## src/rtl/apb_regfile_param.sv

```systemverilog
// apb_regfile_param: APB4 slave register file with wait states, byte strobes,
// error response and hardware-driven read-only registers exported flat to the core.

module apb_regfile_word #(
  parameter int                 DATA_W    = 32,
  parameter int                 STRB_W    = DATA_W / 8,
  parameter bit                 RO        = 1'b0,
  parameter logic [DATA_W-1:0]  RESET_VAL = '0
) (
  input  logic              clk,
  input  logic              rst,
  input  logic              we,
  input  logic [STRB_W-1:0] strb,
  input  logic [DATA_W-1:0] wdata,
  input  logic [DATA_W-1:0] hw_val,
  output logic [DATA_W-1:0] q
);
  if (RO) begin : g_ro
    // Read-only words carry no storage; the core owns the value.
    logic unused_ro;
    assign unused_ro = ^{clk, rst, we, strb, wdata};
    assign q = hw_val;
  end else begin : g_rw
    logic [DATA_W-1:0] q_r;
    logic              unused_hw;
    assign unused_hw = ^hw_val;

    always_ff @(posedge clk) begin
      if (rst) begin
        q_r <= RESET_VAL;
      end else if (we) begin
        for (int b = 0; b < STRB_W; b++)
          if (strb[b]) q_r[b*8 +: 8] <= wdata[b*8 +: 8];
      end
    end
    assign q = q_r;
  end
endmodule

module apb_regfile_param #(
  parameter int                  ADDR_W      = 32,
  parameter int                  DATA_W      = 32,
  parameter int                  NUM_REGS    = 16,
  parameter int                  WAIT_STATES = 0,
  parameter logic [NUM_REGS-1:0] RO_MASK     = '0,
  parameter logic [DATA_W-1:0]   RESET_VAL   = '0
) (
  input  logic                         PCLK,
  input  logic                         PRESET,
  input  logic                         PSEL,
  input  logic                         PENABLE,
  input  logic                         PWRITE,
  input  logic [ADDR_W-1:0]            PADDR,
  input  logic [DATA_W-1:0]            PWDATA,
  input  logic [DATA_W/8-1:0]          PSTRB,
  output logic [DATA_W-1:0]            PRDATA,
  output logic                         PREADY,
  output logic                         PSLVERR,
  output logic [NUM_REGS*DATA_W-1:0]   reg_out,
  input  logic [NUM_REGS*DATA_W-1:0]   hw_in
);
  localparam int STRB_W    = DATA_W / 8;
  localparam int IDX_W     = (NUM_REGS > 1) ? $clog2(NUM_REGS) : 1;
  localparam int NUM_SLOTS = 1 << IDX_W;
  localparam logic [ADDR_W:0] ADDR_LIMIT = (ADDR_W+1)'(4 * NUM_REGS);

  typedef enum logic {IDLE, ACCESS} state_t;

  typedef struct packed {
    logic [ADDR_W-1:0] addr;
    logic              wr;
    logic [DATA_W-1:0] wdata;
    logic [STRB_W-1:0] strb;
  } apb_req_t;

  state_t   state;
  logic [3:0] cnt;
  apb_req_t req;

  always_ff @(posedge PCLK) begin
    if (PRESET) begin
      state <= IDLE;
      cnt   <= '0;
      req   <= '0;
    end else begin
      case (state)
        IDLE: begin
          // An ACCESS phase without a preceding SETUP is not a transfer.
          if (PSEL && !PENABLE) begin
            req   <= '{addr: PADDR, wr: PWRITE, wdata: PWDATA, strb: PSTRB};
            cnt   <= 4'(WAIT_STATES);
            state <= ACCESS;
          end
        end
        ACCESS: begin
          if (!PSEL)
            state <= IDLE;
          else if (PENABLE) begin
            if (cnt != 4'd0) cnt <= cnt - 4'd1;
            else             state <= IDLE;
          end
        end
        default: state <= IDLE;
      endcase
    end
  end

  logic [IDX_W-1:0]                    idx;
  logic                                in_range;
  logic                                err;
  logic                                ready;
  logic                                we_word;
  logic [NUM_SLOTS-1:0]                ro_slot;
  logic [NUM_SLOTS-1:0][DATA_W-1:0]    slot_q;
  logic [NUM_REGS-1:0][DATA_W-1:0]     hw_w;
  logic [NUM_REGS-1:0][DATA_W-1:0]     reg_q;

  assign idx      = req.addr[IDX_W+1:2];
  assign in_range = {1'b0, req.addr} < ADDR_LIMIT;
  assign err      = (req.addr[1:0] != 2'b00) || !in_range || (req.wr && ro_slot[idx]);
  assign ready    = (state == ACCESS) && (cnt == 4'd0);
  assign we_word  = ready && PSEL && PENABLE && req.wr && !err;

  assign PREADY  = ready;
  assign PSLVERR = ready && err;
  assign PRDATA  = (ready && !req.wr && !err) ? slot_q[idx] : '0;

  assign hw_w    = hw_in;
  assign reg_out = reg_q;

  // Slots past NUM_REGS pad the decode to a power of two; they are always errors.
  for (genvar i = 0; i < NUM_SLOTS; i++) begin : g_slot
    if (i < NUM_REGS) begin : g_reg
      apb_regfile_word #(
        .DATA_W    (DATA_W),
        .STRB_W    (STRB_W),
        .RO        (RO_MASK[i]),
        .RESET_VAL (RESET_VAL)
      ) u_word (
        .clk    (PCLK),
        .rst    (PRESET),
        .we     (we_word && (idx == IDX_W'(i))),
        .strb   (req.strb),
        .wdata  (req.wdata),
        .hw_val (hw_w[i]),
        .q      (reg_q[i])
      );
      assign slot_q[i]  = reg_q[i];
      assign ro_slot[i] = RO_MASK[i];
    end else begin : g_pad
      assign slot_q[i]  = '0;
      assign ro_slot[i] = 1'b0;
    end
  end
endmodule

```

## config.mk

```make
export PLATFORM = sky130hd
export DESIGN_NAME = apb_regfile_param
export DESIGN_NICKNAME = d
export VERILOG_FILES = /design/src/rtl/apb_regfile_param.sv
export SDC_FILE = /design/constraint.sdc
export NUM_CORES = 1
export LEC_CHECK = 0
export BUFFER_PORTS_ARGS = -buffer_cell sky130_fd_sc_hd__buf_2
export CORE_AREA = 2 2 443 445
export DETAILED_ROUTE_END_ITERATION = 10
export DIE_AREA = 0 0 445 447
export SLEW_MARGIN = 20
export SYNTH_ARGS = -nofsm -noshare
export SYNTH_HDL_FRONTEND = slang
export SYNTH_SLANG_ARGS = --single-unit
```

## constraint.sdc

```tcl
create_clock -name PCLK -period 3.6 [get_ports PCLK]
set_input_delay 0.36 -clock PCLK [delete_from_list [all_inputs] [get_ports PCLK]]
set_output_delay 0.36 -clock PCLK [all_outputs]
set_load 0.005 [all_outputs]
```

## Word level (Yosys, flattened, before mapping)

Memory sizes are Yosys's and may differ from the RTL's. A register that Yosys moved wholly into a read port is not among the register bits.
Cells that the tools add are included.

| storage, ports and cells | value |
|---|---|
| register bits | 586 |
| latch bits | 0 |
| RAM bits | 0 |
| bits in read-only memories | 16 |
| input port bits | 585 |
| logic and storage cells | 212 |
| memories kept | 1 |

| cells by class | value |
|---|---|
| $add $sub $neg | 1 |
| $mul | 0 |
| div/mod/pow operators | 0 |
| order comparisons | 2 |
| equality and inequality tests | 19 |
| shift-type cells | 0 |
| muxes and demuxes | 16 |
| bitwise gates (word level) | 1 |
| reductions and logical operators | 102 |

Memory list:

| name | words | width | rd ports | clocked after Yosys merged registers in | wr ports | line | source |
|---|---|---|---|---|---|---|---|
| (name not given) | 16 | 1 | 1 | 1 | 0 | 120 | `assign err = (req.addr[1:0] != 2'b00) \|\| !in_range \|\| (req.wr && ro_slot[idx]);` |

Operators with widths:

| cell | number |
|---|---|
| $reduce_and 2->1 | 65 |
| $bmux 32 s4 | 1 |
| $mux 32 | 2 |
| $eq 4x4->1 const B | 8 |
| $lt 32x7->1 const B | 1 |
| $logic_and 1x1->1 | 26 |
| $mux 4 | 6 |
| $eq 4x3->1 const B | 4 |
| $eq 4x2->1 const B | 2 |
| $logic_not 4->1 | 2 |
| $pmux 4 s2 | 1 |
| $ne 2x2->1 const B | 3 |
| $lt 4x5->1 const B | 1 |
| $mux 1 | 5 |
| $eq 4x1->1 const B | 1 |
| $logic_not 1->1 | 4 |
| $reduce_and 4->1 | 1 |
| $reduce_bool 4->1 | 1 |
| $sub 4x1->4 const B | 1 |
| $logic_or 1x1->1 | 2 |
| $ne 2x1->1 const B | 1 |
| $pmux 1 s2 | 1 |
| $reduce_bool 2->1 | 1 |
| $not 1->1 | 1 |

## Longest topological paths before layout

Gate-level depths: netlist (run 1).

| depth | value |
|---|---|
| word-level depth | 8 |
| gate-level depth with buffers | 9 |
| gate-level depth less buffers | 6 |

## By module

From an unflattened synthesis (run 1), not the netlist that was laid out.

| second synthesis, totals | value |
|---|---|
| cell total of the unflattened synthesis | 2996 |
| area total of the unflattened synthesis | 30147.7 sq um |

By module, submodules not included:

| module | times used | cells each | area an instance (sq um) | seq. area each (sq um) |
|---|---|---|---|---|
| apb_regfile_word | 16 | 146 | 1463.9 | 640.6 |
| apb_regfile_param | 1 | 660 | 6725.2 | 1481.4 |

## Worst setup path before layout (run 1)

OpenSTA, ideal clock, no wires.

| timing | value |
|---|---|
| path type | reg2out |
| start point | reg cnt[0] |
| end point | out PRDATA[11] |
| arrival time | 1.774 ns |
| setup slack | 1.466 ns |
| stages on the path, launching flop included | 10 |
| path buffers | 3 |
| cells stage by stage | dfxtp_1 inv_1 ha_1 and4bb_1 and4_1 buf_4 buf_12 nand3b_1 clkbuf_1 a211oi_1 |

| on the way | value |
|---|---|
| longest elaborated chain between the ends | 5 |

Ends and longest elaborated chain:

| element | line | source |
|---|---|---|
| from (decl) | 77 | `logic [3:0] cnt;` |
| from (signal assigned) | 91 | `cnt <= 4'(WAIT_STATES);` |
| from (signal assigned) | 99 | `if (cnt != 4'd0) cnt <= cnt - 4'd1;` |
| $logic_not 4->1 | 121 | `assign ready = (state == ACCESS) && (cnt == 4'd0);` |
| $logic_and 1x1->1 | 121 |  |
| via PREADY | 57 | `output logic PREADY,` |
| $logic_and 1x1->1 (2 in a row) | 126 | `assign PRDATA = (ready && !req.wr && !err) ? slot_q[idx] : '0;` |
| $mux 32 | 126 |  |
| to (decl) | 56 | `output logic [DATA_W-1:0] PRDATA,` |

The timed path passes the listed nets, and every way through them passes these cells.

## Worst setup path in the final report (run 1)

| timing | value |
|---|---|
| start point | reg req, in the netlist idx[0] |
| end point | out PRDATA[18] |

| on the way | value |
|---|---|
| longest elaborated chain between the ends | 7 |
| elaborated cells between the ends (all ways) | 9 |

Ends and longest elaborated chain:

| element | line | source |
|---|---|---|
| from (decl) | 78 | `apb_req_t req;` |
| from (signal assigned) | 90 | `req <= '{addr: PADDR, wr: PWRITE, wdata: PWDATA, strb: PSTRB};` |
| $lt 32x7->1 | 119 | `assign in_range = {1'b0, req.addr} < ADDR_LIMIT;` |
| $logic_not 1->1 | 120 |  |
| $logic_or 1x1->1 (2 in a row) | 120 |  |
| $logic_not 1->1 | 126 |  |
| $logic_and 1x1->1 | 126 |  |
| $mux 32 (*) | 126 |  |

Every way passes the cells marked *; elsewhere a longest branch is shown, timed or not. The select of a mux whose other input is x is not followed.

==> reports/metrics.cfg, run 1 <==
[clock_network]
clock_path_buffers=3
clock-root-buffer=clkbuf_16
clkLatencyLatePin_ns=0.71
clk_pin_slew_worst_paths_ns=0.06
cts_tree=done
tritoncts.num_buffers=74
clock-sinks=586
h-tree-depth=3

[global_routing]
grt_pass1_vias=21800
overflow=0
grt_pass1_wl_mm=184
track_usage_pct=13.3
antenna_found_initial=8
gr-usage-met1_pct=17.6
grt.busiest_layer=met2
grt_max_degree=125
met2_usage_pct=20.4
gr-usage-met3_pct=4.17

[synth]
yosysWarnings=0
synth.distinct_cells=36
syn-num-nets=3065
synth_seq_cells=586
ys_seq_area_share_pct=42.0
netlist_instances=2479
synth_area_um2=27900
synth.avg_cell_area_um2=11.3

[placed_design]
portBuffers=618
place_ws_ns=0.304
place_area_um2=33900
place_congestion=0.825
dp_hpwl_mm=107

[sta]
period_needed_ns=3.41
finClkSkew_ns=0.0354
hold_viol=0
worst_slack_ns=0.187
worst_pin_slew_ns=1.03
period_share_pct=94.8
relSlewSlack_pct=31.3
setup_viol=0
setup-tns-final_ns=0
fmax_ghz=0.293
rsz0062_at_grt=no
final_max_slew_viol_count=0

[routing]
drt.antenna.violating_nets=0
wl_mm=137
initialDrtViolationCount=1449
remaining_drc_errors=0
vias=22000
wl_per_cell_um=24.1
drtPass1Iterations=5
routed_via_density=3.86

[floorplanning]
io_pins=1131
die_w_um=445
chipHeight_um=447
start_util_pct=14.4
coreArea_um2=194000
rows=162
dieArea_um2=199000

[cells_and_area]
final_cell_mix=buf_2, dfxtp_1, nand2b_1
final_nets=3676
nFillCells=21200
area_growth_pct=33.4
final_common_cell=buf_2
drive_above_1_share_pct=33.5
final_area_um2=37300

[setup_path]
end_kind=output port
arrival_ns=3.05
worstPathRequired_ns=3.24
cp_max_fo=22
r2r_end=g_slot[8].g_reg.u_word.q[1]
crit_type=reg2out
rr_worst_depth=4
start_kind=flop
reg2reg_slack_ns=0.60
r2r-start=idx[3]

[power_and_ir_drop]
peakVddDrop_v=0.000295
powerDensity_nw_per_um2=407
p_leak_nw=17.3

[hold_path]
worstHoldStart=PWDATA[6]
hold_end=req[10]
hold_class=in2reg
holdPathStages=3

[run]
maxCapViolCount=0

[run_status]
status=completed

==> critical path, stage by stage (launching register included) <==
cell      delay [ns]
dfxtp_4         0.39
buf_12          0.14
buf_4           0.39
mux4_2          0.60
mux2i_1         0.49
a211oi_4        0.16
buf_2           0.17
==> Yosys cell counts <==
cell,n,area share (%)
xor2_1,2,0.063
or2_1,1,0.022
or2_2,1,0.022
inv_1,3,0.040
nand2b_1,547,12
buf_12,5,0.36
nor3_1,19,0.34
or3b_2,2,0.063
and2_1,2,0.045
buf_1,7,0.094
buf_4,10,0.27
nor3b_1,1,0.027
a21oi_1,72,1.3
buf_8,2,0.11
nand4_4,49,3.7
nor4_1,7,0.16
clkbuf_1,165,2.2
nor2b_1,32,0.72
and4bb_1,1,0.045
and4_1,2,0.063
ha_1,1,0.045
mux2i_1,544,19
buf_2,42,0.75
mux4_2,128,10
nand3b_1,1,0.027
nand2_1,144,1.9
and3_1,4,0.090
nand4_1,4,0.090
nand4b_4,1,0.085
nor3_4,12,0.70
nand3_4,10,0.63
buf_6,3,0.12
nand3_2,2,0.072
a211oi_1,64,1.7
dfxtp_1,586,42
nand3_1,3,0.054
==> worst max-delay path by stage <==
| stage | from | endpoint | slack [ns] |
|---|---|---|---|
| floorplan | cnt[0] | PRDATA[11] | 1.47 |
| global placement | cnt[0] | PRDATA[7] | 0.33 |
| detailed placement | cnt[0] | PRDATA[7] | 0.30 |
| CTS | cnt[0] | PRDATA[16] | 0.06 |
| global route | cnt[0] | PRDATA[6] | 0.01 |
| finish | idx[0] | PRDATA[18] | 0.19 |
==> layer usage <==
| layer | part of all wire [%] | vias up |
|---|---|---|
| li1 | - | 9933 |
| met1 | 45 | 11100 |
| met2 | 44 | 831 |
| met3 | 8.4 | 180 |
| met4 | 3.2 | 0 |
| met5 | 0 | - |
==> kinds of logic (layout without fill, tap and decap cells) <==
group | after synthesis | in the layout | synth area share (%)
fa+ha+maj | 1 | 1 | 0.0448
buf+inv | 237 | 907 | 3.96
simple gates | 845 | 845 | 21.1
xor+xnor | 2 | 2 | 0.0627
compound gates | 136 | 136 | 3.01
flops | 586 | 586 | 42.0
mux | 672 | 672 | 29.8
other cells | 0 | 11 | 0
==> layout make-up <==
class                           instances  area, µm²  share of cell area [%]
Sequential cell                       586      11700                    31.5
Antenna cell                           11       27.5                  0.0738
Clock inverter                         29        345                   0.926
Inverter                                3       11.3                  0.0302
Tap cell                             2542       3180                    8.53
Multi-Input combinational cell       1656      15200                    40.8
Clock buffer                          106       2170                    5.83
Timing Repair Buffer                  769       4590                    12.3
==> through the flow <==
stage               instances  total power [mW]  utilization (%)  hold slack [ns]
global route             5694              15.7             19.2           0.0245
finish                   5702              15.2             19.2           0.0613
detailed placement       5484              7.57             17.5            0.447
global placement         5484              7.56             17.5            0.446
floorplan                2479              7.27                -            0.436
CTS                      5691              15.4             19.2          0.00730
==> state kept, by name (all words and copies together) (netlist names) <==
register               flops
cnt                        4
g_slot.g_reg.u_word.q    512
idx                        4
req                       65
state                      1
==> report_power, final <==
group	leakage (nW)	internal [mW]	total (mW)	switching (mW)
registers	4.73	6.52	6.56	0.0410
logic	11.4	0.342	0.919	0.577
clock network	1.23	4.47	7.70	3.22
total	17.3	11.3	15.2	3.84
==> what timing repair did <==
action                                 4_1_cts  5_1_grt
endpoints found under the hold margin       64        0
resized for setup                           19        0
setup buffers                                7        0
setup endpoints to repair                   26        0
hold buffers                                65        0
No activity file was read; power rests on OpenSTA's default activity.
==> run 2: changes to the inputs <==
--- a/config.mk
+++ b/config.mk
@@ -6,9 +6,9 @@
 export NUM_CORES = 1
 export LEC_CHECK = 0
 export BUFFER_PORTS_ARGS = -buffer_cell sky130_fd_sc_hd__buf_2
-export CORE_AREA = 2 2 443 445
+export CORE_AREA = 2 2 439 441
 export DETAILED_ROUTE_END_ITERATION = 10
-export DIE_AREA = 0 0 445 447
+export DIE_AREA = 0 0 441 443
 export SLEW_MARGIN = 20
 export SYNTH_ARGS = -nofsm -noshare
 export SYNTH_HDL_FRONTEND = slang
==> reports/metrics.cfg, run 2 (synthesis results as in run 1) <==
[clock_network]
clock-sinks=586  ; unchanged
clock-root-buffer=clkbuf_16  ; unchanged
h-tree-depth=3  ; unchanged
clkLatencyLatePin_ns=0.69  ; was 0.71 ns
clk_pin_slew_worst_paths_ns=0.06  ; about the same
clock_path_buffers=3  ; unchanged
tritoncts.num_buffers=75  ; was 74
cts_tree=done  ; unchanged

[setup_path]
crit_family=buffers and inverters  ; was multiplexers
path_cells=buf_4, mux2i_1, a211oi_2, buf_2  ; was buf_12, buf_4, mux4_2, mux2i_1, a211oi_4, buf_2
cp_max_fo=43  ; was 22
critPathSlowestCell=dfxtp_4  ; was mux4_2
crit_type=reg2out  ; unchanged
critPathMaxStageDelay_ns=0.72  ; was 0.60 ns
reg2reg_slack_ns=0.66  ; was 0.60 ns
arrival_ns=3.06  ; was 3.05 ns
start_kind=flop  ; unchanged
rr_worst_depth=8  ; was 4
worstPathRequired_ns=3.24  ; about the same
r2r-start=cnt[0]  ; was idx[3]
r2r_end=g_slot[7].g_reg.u_word.q[14]  ; was g_slot[8].g_reg.u_word.q[1]
cp.buffers_inverters=2  ; was 3
end_kind=output port  ; unchanged

[power_and_ir_drop]
clkPwrFrac_pct=51.2  ; was 50.7%
switching_share_pct=24.9  ; was 25.3%
powerDensity_nw_per_um2=409  ; was 407 nW/µm²
p_seq_share_pct=42.8  ; was 43.2%
p_leak_nw=17.5  ; was 17.3 nW
power.switching_mw=3.82  ; was 3.84 mW
peakVddDrop_v=0.000393  ; was 0.000295 V
p_comb_share_pct=6.0  ; was 6.1%
internal_power_mw=11.5  ; was 11.3 mW

[floorplanning]
rows=161  ; was 162
chipHeight_um=443  ; was 447 µm
die_w_um=441  ; was 445 µm
dieArea_um2=195000  ; was 199000 µm²
start_util_pct=14.6  ; was 14.4%
coreArea_um2=191000  ; was 194000 µm²
io_pins=1131  ; unchanged

[global_routing]
grt_max_degree=112  ; was 125
grt_pass1_vias=21800  ; about the same
antenna_found_initial=16  ; was 8
grt_pass1_wl_mm=187  ; was 184 mm
overflow=0  ; unchanged
track_usage_pct=13.8  ; was 13.3%

[hold_path]
worstHoldStart=PENABLE  ; was PWDATA[6]
holdPathStages=4  ; was 3
hold_end=cnt[0]  ; was req[10]
hold_class=in2reg  ; unchanged

[routing]
initialDrtViolationCount=1426  ; was 1449
remaining_drc_errors=0  ; unchanged
wl_per_cell_um=24.4  ; was 24.1 µm
routed_via_density=3.87  ; was 3.86
drt.antenna.violating_nets=0  ; unchanged
wl_mm=139  ; was 137 mm
drtPass1Iterations=5  ; unchanged
vias=22100  ; was 22000

[placed_design]
dp_hpwl_mm=109  ; was 107 mm
place_congestion=0.846  ; was 0.825
portBuffers=618  ; unchanged

[sta]
worst_pin_slew_ns=1.07  ; was 1.03 ns
final_max_slew_viol_count=0  ; unchanged
holdWs_ns=0.277  ; was 0.0613 ns
period_share_pct=95.0  ; was 94.8%
finClkSkew_ns=0.0379  ; was 0.0354 ns
hold_viol=0  ; unchanged
fmax_ghz=0.292  ; was 0.293 GHz
relSlewSlack_pct=28.9  ; was 31.3%
period_needed_ns=3.42  ; was 3.41 ns
setup_viol=0  ; unchanged
setup-tns-final_ns=0  ; unchanged
rsz0062_at_grt=no  ; unchanged

[cells_and_area]
final_cell_mix=buf_2, dfxtp_1, nand2b_1  ; unchanged
nFillCells=20900  ; was 21200
final_common_cell=buf_2  ; unchanged
multi_input_area_um2=15200  ; about the same
area_growth_pct=34.3  ; was 33.4%
largest_register_ffs=512  ; unchanged
register_area_um2=11700  ; unchanged
final_nets=3707  ; was 3676
drive_above_1_share_pct=33.5  ; about the same

[run_status]
status=completed  ; unchanged

[run]
maxCapViolCount=0  ; unchanged

## run 2: final cells by class
| type | count | area share [%] |
|---|---|---|
| clock buffers | 105 | 5.76 |
| well taps | 2526 | 8.42 |
| clock inverters | 30 | 0.957 |
| diodes | 10 | 0.0667 |
| inverters | 3 | 0.0300 |
| flip-flops and latches | 586 | 31.3 |
| multi-input cells | 1656 | 40.4 |
| repair buffers | 799 | 13.1 |
## run 2: worst max path at each step
stage	startpoint	to	slack, ns	depth (start not counted)
after floorplan	cnt[0]	PRDATA[11]	1.47	9
after global placement	cnt[0]	PRDATA[2]	0.20	8
after detailed placement	cnt[0]	PRDATA[2]	0.12	8
after CTS	idx[1]	PRDATA[16]	0.006	6
after global routing	idx[0]	PRDATA[25]	0.02	7
final	idx[3]	PRDATA[19]	0.18	4
## run 2: routing by layer
metal	part of all wire (%)	GRT usage, %	up-vias
li1	-	-	9977
met1	45	18.4	11100
met2	44	21.2	782
met3	6.6	3.37	203
met4	4.1	5.74	0
met5	0	0	-
## run 2: through the flow
stage | cells | area (µm²) | power (mW) | utilization (%) | worst slack (ns)
finish | 5715 | 37500 | 15.3 | 19.6 | 0.179
global route | 5709 | 37500 | 15.9 | 19.6 | 0.0233
CTS | 5702 | 37500 | 15.6 | 19.6 | 0.00608
detailed placement | 5491 | 34100 | 7.56 | 17.9 | 0.116
global placement | 5491 | 34100 | 7.56 | 17.9 | 0.203
floorplan | 2479 | 27900 | 7.27 | - | 1.47
## run 2: power by group through the flow
stage	clock network, mW	registers [mW]	logic, mW
after floorplan	0	6.68	0.594
after global placement	0	6.72	0.838
after detailed placement	0	6.72	0.842
after CTS	8.12	6.57	0.925
after global routing	8.34	6.57	0.980
final	7.86	6.57	0.914
## run 2: timing repair
action / 4_1_cts / 5_1_grt
pin swaps: 1 / 0
endpoints found under the setup margin: 32 / 2
setup buffers: 5 / 3
gates resized for setup: 10 / 0
hold buffers: 71 / 0
hold endpoints to repair: 70 / 0
## run 2: worst reg2reg max path, delay by kind of cell (launching register included)
kind | cells | cell delay, ns
multiplexers | 1 | 0.26
adder cells (fa/ha/maj) | 1 | 0.20
buffers and inverters | 3 | 0.85
AND/OR/NAND/NOR | 3 | 1.13
flip-flops | 1 | 0.32
